$ cat src/rtl/bist_pkg.sv
// Shared types and helpers for the s9234 BIST sequencer / signature stage.
// Contents: FSM state enum, chain and MISR widths, busy decode, MISR step.
package bist_pkg;

    localparam int unsigned NUM_CHAINS = 7;
    localparam int unsigned MISR_W     = 7;

    typedef enum logic [2:0] {
        IDLE    = 3'd0,
        INIT    = 3'd1,
        SHIFT   = 3'd2,
        CAPTURE = 3'd3,
        UNLOAD  = 3'd4,
        COMPARE = 3'd5,
        DONE    = 3'd6
    } bist_state_t;

    // A run is in progress in every state other than IDLE and DONE.
    function automatic logic is_busy(input bist_state_t s);
        return (s != IDLE) && (s != DONE);
    endfunction

    // One MISR step: q[0] takes the feedback from q[6], q[i] takes q[i-1].
    function automatic logic [MISR_W-1:0] misr_step(input logic [MISR_W-1:0]     q,
                                                    input logic [NUM_CHAINS-1:0] d);
        return d ^ {q[MISR_W-2:0], q[MISR_W-1]};
    endfunction

endpackage

$ cat src/rtl/bist_misr.sv
// 7-bit multiple-input signature register compacting the scan-chain outputs.
// Ports: clk, rst_n (async active-low), clr (sync clear, wins over en),
//        en (compact din this cycle), din (chain outputs), sig (MISR contents).
module bist_misr
    import bist_pkg::*;
(
    input  logic                  clk,
    input  logic                  rst_n,
    input  logic                  clr,
    input  logic                  en,
    input  logic [NUM_CHAINS-1:0] din,
    output logic [MISR_W-1:0]     sig
);

    logic [MISR_W-1:0] sig_q;
    logic [MISR_W-1:0] sig_d;

    // Next MISR value: clear, compact or hold.
    always_comb begin
        sig_d = sig_q;
        if (clr) begin
            sig_d = '0;
        end else if (en) begin
            sig_d = misr_step(sig_q, din);
        end
    end

    always_ff @(posedge clk or negedge rst_n) begin
        if (!rst_n) begin
            sig_q <= '0;
        end else begin
            sig_q <= sig_d;
        end
    end

    assign sig = sig_q;

endmodule

$ cat src/rtl/bist_sig_ctrl.sv
// BIST sequencer and signature stage for the 7-chain s9234 scan CUT.
// Runs NUM_PATTERNS shift/capture rounds, unloads, compacts the chain outputs
// into a MISR and compares against golden_sig.
// Ports: CK, reset_n (async active-low), start, so_chain[6:0], golden_sig[6:0]
//        -> bist_en (falling-edge registered), scan_en, tpg_reset, busy, done,
//        pass, signature[6:0].
// Optional: BIST_ABORT_EN adds input abort and output aborted.
module bist_sig_ctrl
    import bist_pkg::*;
#(
    parameter int unsigned CHAIN_LEN    = 33,
    parameter int unsigned NUM_PATTERNS = 100
) (
    input  logic                  CK,
    input  logic                  reset_n,
    input  logic                  start,
`ifdef BIST_ABORT_EN
    input  logic                  abort,
    output logic                  aborted,
`endif
    input  logic [NUM_CHAINS-1:0] so_chain,
    input  logic [MISR_W-1:0]     golden_sig,
    output logic                  bist_en,
    output logic                  scan_en,
    output logic                  tpg_reset,
    output logic                  busy,
    output logic                  done,
    output logic                  pass,
    output logic [MISR_W-1:0]     signature
);

    localparam int unsigned SHIFT_W = $clog2(CHAIN_LEN + 1);
    localparam int unsigned PAT_W   = $clog2(NUM_PATTERNS + 1);

    bist_state_t        state_q, state_d;
    logic [SHIFT_W-1:0] shift_cnt_q, shift_cnt_d;
    logic [PAT_W-1:0]   pat_cnt_q, pat_cnt_d;
    logic               scan_en_q, scan_en_d;
    logic               tpg_reset_q, tpg_reset_d;
    logic               busy_q, busy_d;
    logic               done_q, done_d;
    logic               pass_q, pass_d;
    logic               bist_en_q, bist_en_d;
    logic               abort_c;
    logic               last_shift_c;
    logic [PAT_W-1:0]   pat_inc_c;
    logic               misr_clr_c;
    logic               misr_en_c;

`ifdef BIST_ABORT_EN
    logic aborted_q, aborted_d;
    assign abort_c = abort && is_busy(state_q);
`else
    assign abort_c = 1'b0;
`endif

    assign last_shift_c = (shift_cnt_q == SHIFT_W'(CHAIN_LEN - 1));
    assign pat_inc_c    = pat_cnt_q + PAT_W'(1);

    // State register.
    always_ff @(posedge CK or negedge reset_n) begin
        if (!reset_n) begin
            state_q <= IDLE;
        end else begin
            state_q <= state_d;
        end
    end

    // Next-state and counter logic.
    always_comb begin
        state_d     = state_q;
        shift_cnt_d = '0;
        pat_cnt_d   = pat_cnt_q;
        case (state_q)
            IDLE:    if (start) state_d = INIT;
            INIT: begin
                pat_cnt_d = '0;
                state_d   = SHIFT;
            end
            SHIFT: begin
                if (last_shift_c) state_d = CAPTURE;
                else              shift_cnt_d = shift_cnt_q + SHIFT_W'(1);
            end
            CAPTURE: begin
                pat_cnt_d = pat_inc_c;
                state_d   = (pat_inc_c == PAT_W'(NUM_PATTERNS)) ? UNLOAD : SHIFT;
            end
            UNLOAD: begin
                if (last_shift_c) state_d = COMPARE;
                else              shift_cnt_d = shift_cnt_q + SHIFT_W'(1);
            end
            COMPARE: state_d = DONE;
            DONE:    if (start) state_d = INIT;
            default: state_d = IDLE;
        endcase
        if (abort_c) begin
            state_d = DONE;
        end
    end

    // Output decode: Moore outputs from the next state, so their flops track
    // the state register; bist_en from the current state for the falling edge.
    always_comb begin
        scan_en_d   = (state_d == SHIFT) || (state_d == UNLOAD);
        tpg_reset_d = (state_d == INIT);
        busy_d      = is_busy(state_d);
        done_d      = (state_d == DONE);
        bist_en_d   = (state_q == INIT) || (state_q == SHIFT) || (state_q == UNLOAD);
        pass_d      = pass_q;
        if (state_d == INIT) begin
            pass_d = 1'b0;
        end else if (abort_c) begin
            pass_d = 1'b0;
        end else if (state_q == COMPARE) begin
            pass_d = (signature == golden_sig);
        end
`ifdef BIST_ABORT_EN
        aborted_d = aborted_q;
        if (state_d == INIT) begin
            aborted_d = 1'b0;
        end else if (abort_c) begin
            aborted_d = 1'b1;
        end
`endif
        // First SHIFT round only loads; chain contents are unknown until then.
        misr_clr_c = (state_q == INIT);
        misr_en_c  = !abort_c &&
                     (((state_q == SHIFT) && (pat_cnt_q != '0)) || (state_q == UNLOAD));
    end

    // Counters and rising-edge output registers.
    always_ff @(posedge CK or negedge reset_n) begin
        if (!reset_n) begin
            shift_cnt_q <= '0;
            pat_cnt_q   <= '0;
            scan_en_q   <= 1'b0;
            tpg_reset_q <= 1'b0;
            busy_q      <= 1'b0;
            done_q      <= 1'b0;
            pass_q      <= 1'b0;
`ifdef BIST_ABORT_EN
            aborted_q   <= 1'b0;
`endif
        end else begin
            shift_cnt_q <= shift_cnt_d;
            pat_cnt_q   <= pat_cnt_d;
            scan_en_q   <= scan_en_d;
            tpg_reset_q <= tpg_reset_d;
            busy_q      <= busy_d;
            done_q      <= done_d;
            pass_q      <= pass_d;
`ifdef BIST_ABORT_EN
            aborted_q   <= aborted_d;
`endif
        end
    end

    // bist_en feeds an AND clock gate: change it only while CK is low.
    always_ff @(negedge CK or negedge reset_n) begin
        if (!reset_n) begin
            bist_en_q <= 1'b0;
        end else begin
            bist_en_q <= bist_en_d;
        end
    end

    bist_misr u_misr (
        .clk   (CK),
        .rst_n (reset_n),
        .clr   (misr_clr_c),
        .en    (misr_en_c),
        .din   (so_chain),
        .sig   (signature)
    );

    assign bist_en   = bist_en_q;
    assign scan_en   = scan_en_q;
    assign tpg_reset = tpg_reset_q;
    assign busy      = busy_q;
    assign done      = done_q;
    assign pass      = pass_q;
`ifdef BIST_ABORT_EN
    assign aborted   = aborted_q;
`endif

endmodule

$ cat config.mk
export PLATFORM = sky130hd
export DESIGN_NAME = bist_sig_ctrl
export DESIGN_NICKNAME = d
export VERILOG_FILES = /design/src/rtl/bist_pkg.sv /design/src/rtl/bist_misr.sv /design/src/rtl/bist_sig_ctrl.sv
export SDC_FILE = /design/constraint.sdc
export NUM_CORES = 1
export LEC_CHECK = 0
export ABC_CLOCK_PERIOD_IN_PS = 2100
export BUFFER_PORTS_ARGS = -buffer_cell sky130_fd_sc_hd__buf_2
export CAP_MARGIN = 25
export CORE_UTILIZATION = 40
export DETAILED_ROUTE_END_ITERATION = 8
export GPL_TIMING_DRIVEN = 0
export PLACE_DENSITY = 0.66
export SLEW_MARGIN = 20
export SYNTH_ARGS = -nofsm -noshare
export SYNTH_HDL_FRONTEND = slang
export SYNTH_HIERARCHICAL = 1
export SYNTH_SLANG_ARGS = --single-unit
$ cat constraint.sdc
create_clock -name CK -period 2.1 [get_ports CK]
set_clock_uncertainty 0.1 [all_clocks]
set_input_delay 0.21 -clock CK [delete_from_list [all_inputs] [get_ports CK]]
set_output_delay 0.21 -clock CK [all_outputs]
set_load 0.05 [all_outputs]
Word-level counts from Yosys, hierarchy flattened
Index checks and enable logic that the tools add are counted.
{ "classes": {"add_sub_neg": 2, "n_eq_ne": 14, "muxes": 12, "bitwise": 1, "reduce_logical": 14} }
{ "op_table": {"columns": ["cell", "count"], "rows": [
  ["case mux 3 bit (6 select lines)", 1],
  ["== test 3 bit (second input constant)", 5],
  ["2-to-1 mux 7 bit", 2],
  ["case mux 7 bit (2 select lines)", 1],
  ["2-to-1 mux 3 bit", 4],
  ["2-to-1 mux 6 bit", 2],
  ["== test 3 x 2 -> 1 bit (second input constant)", 3],
  ["adder 7 x 1 -> 7 bit (second input constant)", 1],
  ["== test 7 bit", 1],
  ["== test 7 bit (second input constant)", 1],
  ["nonzero test 7 bit", 1],
  ["bitwise XOR 7 bit", 1],
  ["adder 6 x 1 -> 6 bit (second input constant)", 1],
  ["== test 3 x 1 -> 1 bit (second input constant)", 2],
  ["== test 6 bit (second input constant)", 1],
  ["nonzero test 2 bit", 3],
  ["logical OR 1 bit", 4],
  ["OR reduction 2 bit", 2],
  ["zero test 3 bit", 1],
  ["!= test 3 bit (second input constant)", 1],
  ["nonzero test 3 bit", 1],
  ["logical AND 1 bit", 2],
  ["2-to-1 mux 1 bit", 2]
]} }
{ "word_totals": {"regBits": 29, "in_bits": 17, "out_inout_bits": 13, "elab_cells": 53} }

Longest topological paths before layout
{ "depth": {"depth_word": 6, "depth_mapped": 9, "mapped_depth_nobuf": 8} }

Hierarchy
The synthesis kept the hierarchy.
{ "modules_own_cells": {"columns": ["mod", "n_inst", "cells_per_inst", "area_each_um2"], "rows": [
  ["bist_sig_ctrl", 1, 139, 1323.8],
  ["bist_misr", 1, 29, 326.6]
]} }

==> results.cfg <==
[logic_synthesis]
synth_fa_ha_area_share_pct = 3.791
synth_top_family_by_area = simple AND/OR/NAND/NOR gates
synth_cells = 168
yosysUniqueCellTypes = 39
synth-simple-area-share_pct = 19.03
synth-compound-area-share_pct = 14.18
synth.avg_cell_area_um2 = 9.823
synth_xor_area_share_pct = 10.61
ys_ff_latch = 29
yosysSeqAreaShare_pct = 43.97
syn-num-nets = 190
ys.warnings.count = 6
synth.area.mux_share_pct = 1.289
syn-cell-area_mm2 = 0.001650

[power_and_ir_drop]
p_leak_uw = 0.0008921
peakVddDrop_v = 0.0007849
p_per_area_mw_per_mm2 = 1495
p_total_uw = 3060

[worst_setup_path]
crit_chain = buf_6 > xor2_4 > and2_4 > or2_4
cp_data_arrival_time_ns = 1.30
endpoint_kind = flip-flop
slowest_delay_ns = 0.38
worst-endpoint-required_ns = 1.09
critPathKind = reg2reg
cp_slowest_cell = dfrtp_1
cp-startpoint = state_q[2]
cp-start-kind = flip-flop
crit_fanout = 3
timing.rr.start = state_q[2]

[sta]
rsz0062_at_grt = true
fin_setup_tns_ns = -0.3175
layout_setup_ws_ns = -0.2163
hold_ws_ns = 0.1219
final-hold-violation-count = 0
slew_violations = 0
final-setup-viol-count = 2
tightest_slew_ns = 0.3975
slew_headroom_pct = 73.50

[outcome]
violations = setup timing
run_status = complete, but fails checks

[placed_design]
pre_cts_ws_ns = -0.4206
place_congestion = 0.7865
io_buffers = 29
dp_hpwl_um = 2411

[die]
fp-row-count = 22
boundaryPins = 30
core_region_area_mm2 = 0.003799
start_util_pct = 43.45
die_w_um = 66.23
die_h_um = 66.23
die-area_mm2 = 0.004386

[routing]
wl_per_cell_um = 13.03
wl_um = 3388
detail-route-antenna-nets = 0
vias = 1377
via_per_inst = 5.296
remaining_drc_errors = 0
dr.pass1.iters = 4
drt_iter0_drc = 83

[cts]
clkSinkCount = 29
cts_tree = done
cts_buffers = 5
cts_buffer_depth = 2
htreeDepth = 2
clkTransAtPathRegs_ns = 0.06
root_buffer = clkbuf_8
clock_latency_ns = 0.28

[finish]
drive_above_1_share_pct = 29.25
fin_nets = 233
layout_common_cells = dfrtp_1, buf_2, nor2_1
diodes = 0
syn_to_final_growth_pct = 24.03

[global_routing]
gr-total-overflow = 0
grt_max_degree = 30
grt_pass1_wl_um = 5733
grt_pass1_vias = 1257
antenna_found_initial = 0
track_usage_pct = 17.79

[worst_hold_path]
hp-start = so_chain[1]
hp-class = in2reg

[run]
cap_violations = 0
[layer usage]
layer,GRT usage (%),wire length [µm]
met3,5.690,176
met4,5.585,51
met1,22.79,1581
met5,0,0
met2,28.32,1579
[critical path: cells and delay by family, from the launching register on]
family                 cells  cell delay, ns
flip-flops                 1            0.38
AND/OR/NAND/NOR            2            0.36
XOR/XNOR                   1            0.15
buffers and inverters      1            0.13
[state kept, by name, indices dropped and copies added (netlist names), 3 cells and up]
register,flops
u_misr/sig,7
pat_cnt_q,7
state_q,3
shift_cnt_q,6
[metrics by stage]
step                util [%]  std cells  instance area (µm²)
finish                 53.89        260                 2047
global route           53.89        260                 2047
CTS                    53.29        258                 2024
detailed placement     49.57        245                 1883
global placement       49.57        245                 1883
floorplan                  -        168                 1678
[cell type report]
class	instances	area (µm²)
buffer	7	85.08
multi-input combinational	123	842.1
clock buffer	5	68.82
tap	48	60.06
inverter	8	30.03
sequential	29	726.9
clock inverter	3	17.52
timing repair buffer	37	216.5
fill	352	1752
[worst paths after layout]
check,to,slack (ns),cells past startpoint
setup / recovery,bist_en,-0.22,4
hold / removal,u_misr/sig[1],0.12,3
setup reg to reg,bist_en,-0.22,4
hold reg to reg,shift_cnt_q[0],0.39,1
max in group asynchronous,bist_en,0.34,2
min in group asynchronous,pat_cnt_q[2],0.32,2
[power breakdown]
part	switching, µW	internal, µW	leakage (µW)
Sequential	249	766	0.000343
Combinational	933	669	0.000505
Clock	215	228	0.0000439
[repair_timing]
action / CTS / global route
setup buffers: 4 / 3
gates resized for setup: 4 / 5
endpoints found under the hold margin: 28 / 0
hold buffers: 1 / 0
setup endpoints to repair: 2 / 6
pin swaps: 0 / 1
[cell usage after synthesis, drive strengths merged]
| cell | number | area [µm²] |
|---|---|---|
| or2 | 1 | 6.260 |
| a211oi | 7 | 52.55 |
| buf | 5 | 56.30 |
| nor4 | 2 | 18.77 |
| mux2i | 1 | 10.01 |
| xnor2 | 17 | 148.9 |
| o32ai | 1 | 8.760 |
| or4 | 1 | 7.510 |
| nor4b | 2 | 17.52 |
| ha | 5 | 62.56 |
| inv | 8 | 30.03 |
| nor2 | 19 | 71.32 |
| and2b | 1 | 8.760 |
| dfrtp | 28 | 700.7 |
| dfrtn | 1 | 25.02 |
| and3 | 2 | 13.77 |
| a22o | 3 | 26.28 |
| nor3 | 5 | 25.02 |
| nand3b | 1 | 7.510 |
| nor3b | 1 | 7.510 |
| nand3 | 7 | 35.03 |
| nand4 | 2 | 12.51 |
| o21ai | 9 | 45.04 |
| clkbuf | 3 | 31.28 |
| a41oi | 1 | 8.760 |
| mux2 | 1 | 11.26 |
| xor2 | 3 | 26.28 |
| a21o | 4 | 30.03 |
| nand2b | 2 | 12.51 |
| a21oi | 6 | 30.03 |
| a32o | 1 | 10.01 |
| and2 | 3 | 18.77 |
| a22oi | 1 | 7.510 |
| nor2b | 1 | 6.260 |
| nand2 | 12 | 45.04 |
| a2111oi | 1 | 15.01 |
[kinds of logic after synthesis]
logic type | after synthesis
compound gates | 34
xor+xnor | 20
fa+ha+maj | 5
buf+inv | 16
flops | 29
mux | 2
simple gates | 62
No activity file was read; power rests on OpenSTA's default activity.
